[config.mk]
export PLATFORM = sky130hd
export DESIGN_NAME = fetch_ctrl
export DESIGN_NICKNAME = d
export VERILOG_FILES = /design/src/rtl/fetch_ctrl.sv
export SDC_FILE = /design/constraint.sdc
export NUM_CORES = 1
export LEC_CHECK = 0
export CORE_MARGIN = 2
export CORE_UTILIZATION = 48
export CTS_BUF_LIST = sky130_fd_sc_hd__clkbuf_4 sky130_fd_sc_hd__clkbuf_8
export CTS_CLUSTER_DIAMETER = 80
export DETAILED_ROUTE_END_ITERATION = 7
export PLACE_DENSITY_LB_ADDON = 0.12
export SLEW_MARGIN = 20
export SYNTH_ARGS = -nofsm -noshare
export SYNTH_HDL_FRONTEND = slang
export SYNTH_SLANG_ARGS = --single-unit
[constraint.sdc]
create_clock -name clk -period 3.4 [get_ports clk]
set_input_delay 0.68 -clock clk [delete_from_list [all_inputs] [get_ports clk]]
set_output_delay 0.68 -clock clk [all_outputs]
set_load 0.02 [all_outputs]
[src/rtl/fetch_ctrl.sv]
// Instruction-fetch sequencer: owns the PC, keeps one imem transaction in flight and holds one word for decode.
// Optional FETCH_CNT_EN adds fetch_cnt_o, a count of decode handshakes.
module fetch_ctrl #(
  parameter int ADDR = 16,
  parameter int WORD = 32,
  parameter logic [ADDR:0] RESET_PC = '0
) (
  input  logic            clk,
  input  logic            rst,
  input  logic            redirect_i,
  input  logic [ADDR:0]   redirect_pc_i,
  output logic            imem_req_o,
  output logic [ADDR:0]   imem_addr_o,
  input  logic            imem_gnt_i,
  input  logic            imem_rvalid_i,
  input  logic [WORD-1:0] imem_rdata_i,
  output logic            id_valid_o,
  output logic [WORD-1:0] id_instr_o,
  output logic [ADDR:0]   id_pc_o,
  input  logic            id_ready_i,
  output logic [ADDR:0]   pc_o
`ifdef FETCH_CNT_EN
  ,
  output logic [31:0]     fetch_cnt_o
`endif
);

  typedef enum logic [1:0] {S_IDLE, S_REQ, S_WAIT, S_DROP} state_t;

  localparam logic [ADDR:0] PC_STEP = (ADDR+1)'(4);

  state_t        state;
  logic [ADDR:0] pc;
  logic [ADDR:0] req_pc;
  logic          buf_free;
  logic [ADDR:0] redir_tgt;

  assign buf_free    = !id_valid_o || id_ready_i;
  assign redir_tgt   = {redirect_pc_i[ADDR:2], 2'b00};
  assign imem_addr_o = pc;
  assign pc_o        = pc;

  always_ff @(posedge clk or negedge rst) begin
    if (!rst) begin
      state      <= S_IDLE;
      pc         <= RESET_PC;
      req_pc     <= '0;
      imem_req_o <= 1'b0;
      id_valid_o <= 1'b0;
      id_instr_o <= '0;
      id_pc_o    <= '0;
    end else begin
      imem_req_o <= 1'b0;
      if (redirect_i) begin
        // A granted or outstanding request still owes us one response; DROP absorbs it.
        pc         <= redir_tgt;
        id_valid_o <= 1'b0;
        case (state)
          S_REQ:   state <= imem_gnt_i ? S_DROP : S_IDLE;
          S_WAIT:  state <= imem_rvalid_i ? S_IDLE : S_DROP;
          S_DROP:  state <= imem_rvalid_i ? S_IDLE : S_DROP;
          default: state <= S_IDLE;
        endcase
      end else begin
        if (id_valid_o && id_ready_i)
          id_valid_o <= 1'b0;
        case (state)
          S_IDLE: begin
            if (buf_free) begin
              state      <= S_REQ;
              imem_req_o <= 1'b1;
            end
          end
          S_REQ: begin
            if (imem_gnt_i) begin
              req_pc <= pc;
              pc     <= pc + PC_STEP;
              state  <= S_WAIT;
            end else begin
              imem_req_o <= 1'b1;
            end
          end
          S_WAIT: begin
            if (imem_rvalid_i) begin
              id_valid_o <= 1'b1;
              id_instr_o <= imem_rdata_i;
              id_pc_o    <= req_pc;
              state      <= S_IDLE;
            end
          end
          S_DROP: begin
            if (imem_rvalid_i)
              state <= S_IDLE;
          end
          default: state <= S_IDLE;
        endcase
      end
    end
  end

`ifdef FETCH_CNT_EN
  always_ff @(posedge clk or negedge rst) begin
    if (!rst)
      fetch_cnt_o <= '0;
    else if (id_valid_o && id_ready_i)
      fetch_cnt_o <= fetch_cnt_o + 32'd1;
  end
`endif

endmodule
==> flow_metrics.py <==
metrics = {
    "drt": {
        "drc": 0,
        "drt-total-wl_um": 7500,
        "dr.pass1.iters": 4,
        "vias": 2387,
        "detail_route.vias_per_cell": 4.89,
        "antenna_left": 0,
        "wl_per_cell_um": 15.4,
        "drtIter0Drc": 61,
    },
    "global_route": {
        "grt.overflow.total": 0,
        "grt_pass1_wl_um": 11900,
        "first_global_vias": 2429,
        "grt_max_degree": 82,
        "antenna_found_initial": 0,
        "grt.total_usage_pct": 19.9,
    },
    "timing": {
        "fin_crit_sh_pct": 65.8,
        "setup_violations": 0,
        "max_freq_mhz": 447,
        "period_minus_slack_ns": 2.24,
        "drv_slew": 0,
        "worstMarginPinSlew_ns": 0.714,
        "final.setup_skew_ns": 0.00770,
        "fin_tns_setup_ns": 0,
        "hold_viol_final": 0,
        "rsz0062_at_grt": "no",
        "relSlewSlack_pct": 51.2,
    },
    "critical_path": {
        "critical_path.startpoint": "imem_addr_o[5]$_DFFE_PN0P_",
        "crit_fanout": 7,
        "max_stage_delay_ns": 0.67,
        "timing.rr.start": "imem_addr_o[5]$_DFFE_PN0P_",
        "worstRegToRegCells": 4,
        "crit_buf_inv": 1,
        "crit_path_top_delay_cell": "clkdlybuf4s50_1",
        "crit_path_cell_trace": "clkdlybuf4s50_1",
        "cp_top_family": "buffers and inverters",
        "r2r_setup_slack_ns": 1.53,
        "end_kind": "output pin",
        "crit_path_end": "pc_o[5]",
        "cp.arrival_ns": 1.56,
        "r2r-end": "imem_addr_o[14]$_DFFE_PN0P_",
        "crit_required_ns": 2.72,
        "start_kind": "register",
        "worstSetupPathDepth": 1,
        "worstSetupPathType": "reg2out",
    },
    "power": {
        "pwr-share-comb_pct": 42.4,
        "internal_power_mw": 2.66,
        "ir_drop_v": 0.000481,
        "p_sw_mw": 1.33,
        "power_per_cell_area_mw_per_mm2": 803,
        "switching_share_pct": 33.3,
        "p_clk_share_pct": 17.7,
        "p_leak_nw": 2.06,
        "seqPwrFrac_pct": 39.9,
    },
    "final_layout": {
        "final_area_mm2": 0.00496,
        "multi_input_area_mm2": 0.00126,
        "antenna-diode-count": 0,
        "area_delta_synth_final_pct": 42.5,
        "final_cell_count_no_fill": 488,
        "register_area_mm2": 0.00203,
        "final_layout_size_suffix_gt1_share_pct": 22.9,
        "fill_cells": 566,
        "nets": 440,
    },
    "clock_tree": {
        "cts-buffers-inserted": 9,
        "cts_buffer_depth": 2,
        "htreeDepth": 3,
        "ctsHoldBuffers": 0,
        "cts.clk_slew.worst_paths_ns": 0.08,
        "postCtsSetupRepairBufs": 0,
        "cts_resized": 0,
        "clk_latency_ns": 0.34,
        "cts_tree": "yes",
        "cts.sink_count": 81,
        "root_buffer": "clkbuf_8",
    },
    "placed_design": {
        "io_buffer_count": 131,
        "postPlaceCellArea_mm2": 0.00476,
        "placed_cells": 472,
        "hpwl_um": 5270,
        "place.gp.congestion": 0.715,
    },
    "synthesis": {
        "synthCells": 265,
        "ys_ff_latch": 81,
        "netlist_top_cells_area": "dfrtp_1 58%, mux2_2 20%, buf_4 4.5%",
        "syn_avg_cell_area_um2": 13.1,
        "async_reset_ff_share_pct": 100,
        "synth-edff-count": 0,
        "synth.largest_area_cell": "dfrtp_1",
        "synth_common_cells": "81 x dfrtp_1, 62 x mux2_2, 21 x buf_4",
        "synth_top_area_share_pct": 58.2,
        "yosysUniqueCellTypes": 35,
        "yosysSeqAreaShare_pct": 58.2,
        "syn_area_mm2": 0.00348,
        "yosysMostFrequentCell": "dfrtp_1",
        "yosysWarningCount": 0,
        "synth-main-ff-cell": "dfrtp_1",
    },
    "die": {
        "core_area_mm2": 0.00714,
        "die_x_um": 89.2,
        "pin_count": 140,
        "row_count": 31,
        "die-area_mm2": 0.00795,
        "start_util_pct": 48.8,
        "die_h_um": 89.2,
    },
    "outcome": {
        "status": "complete, no violations",
    },
    "flow_run": {
        "drv_cap": 0,
    },
    "min_path": {
        "hp-class": "in2async",
    },
}
[power by group through the flow]
stage | Combinational, mW | Sequential [mW] | Clock [mW]
finish | 1.69 | 1.59 | 0.706
global route | 1.80 | 1.65 | 0.765
CTS | 1.71 | 1.59 | 0.723
detailed placement | 1.70 | 1.61 | 0
global placement | 1.67 | 1.58 | 0
floorplan | 0.548 | 1.95 | 0
[through the flow]
stage                     util (%)  power, mW  hold slack [ns]  worst slack (ns)
after floorplan                  -       2.49            0.384              1.36
after global placement        66.7       3.26            0.485             0.810
after detailed placement      66.7       3.31            0.490             0.795
after CTS                     69.5       4.03            0.507              1.13
after global routing          69.5       4.21            0.424              1.09
final                         69.5       3.98            0.352              1.16
[layout make-up]
type	instances	area share [%]
inverters	3	0.227
flip-flops and latches	81	40.8
repair buffers	135	27.0
multi-input cells	154	25.4
clock buffers	11	2.92
well taps	99	2.50
clock inverters	5	1.11
[flip-flops by register name, summed over array words and instances (netlist names)]
name and flops:
id_instr_o 32, id_pc_o 15, state 2, imem_req_o 1, imem_addr_o 15, req_pc 15, id_valid_o 1
[worst min-delay path by stage]
stage	start	endpoint	slack (ns)	cells past startpoint
finish	rst	id_pc_o[14]$_DFFE_PN0P_	0.35	1
global route	rst	id_pc_o[13]$_DFFE_PN0P_	0.42	1
CTS	req_pc[5]$_DFFE_PN0P_	id_pc_o[5]$_DFFE_PN0P_	0.51	1
detailed placement	req_pc[14]$_DFFE_PN0P_	req_pc[14]$_DFFE_PN0P_	0.49	1
global placement	req_pc[14]$_DFFE_PN0P_	req_pc[14]$_DFFE_PN0P_	0.48	1
floorplan	rst	id_instr_o[0]$_DFFE_PN0P_	0.38	0
[routing by layer]
metal	global-route usage, %	vias to the layer above	wire (um)	part of all wire (%)
met3	6.93	9	568	7.6
met4	6.92	0	119	1.6
met2	31.9	84	3630	48
met1	25.3	1168	3190	42
li1	-	1126	-	-
met5	0	-	0	0
[cell usage in the layout (no fill, tap or decap), types with 5 or more instances in the layout]
| cell type | count |
|---|---|
| clkdlybuf4s50_1 | 130 |
| nand2_1 | 19 |
| nor2_1 | 5 |
| conb_1 | 6 |
| mux2_2 | 62 |
| nor3_1 | 5 |
| o21ai_0 | 12 |
| clkbuf_8 | 10 |
| dfrtp_1 | 81 |
| xnor2_1 | 8 |
[cells by family after synthesis]
| logic type | synth area share (%) |
|---|---|
| multiplexers | 20.9 |
| buffers and inverters | 6.25 |
| AO/OA/AOI/OAI | 3.23 |
| adder cells (fa/ha/maj) | 0.359 |
| flip-flops | 58.2 |
| other | 0.108 |
| XOR/XNOR | 2.52 |
| AND/OR/NAND/NOR | 8.41 |
(Power assumes the default switching activity.)
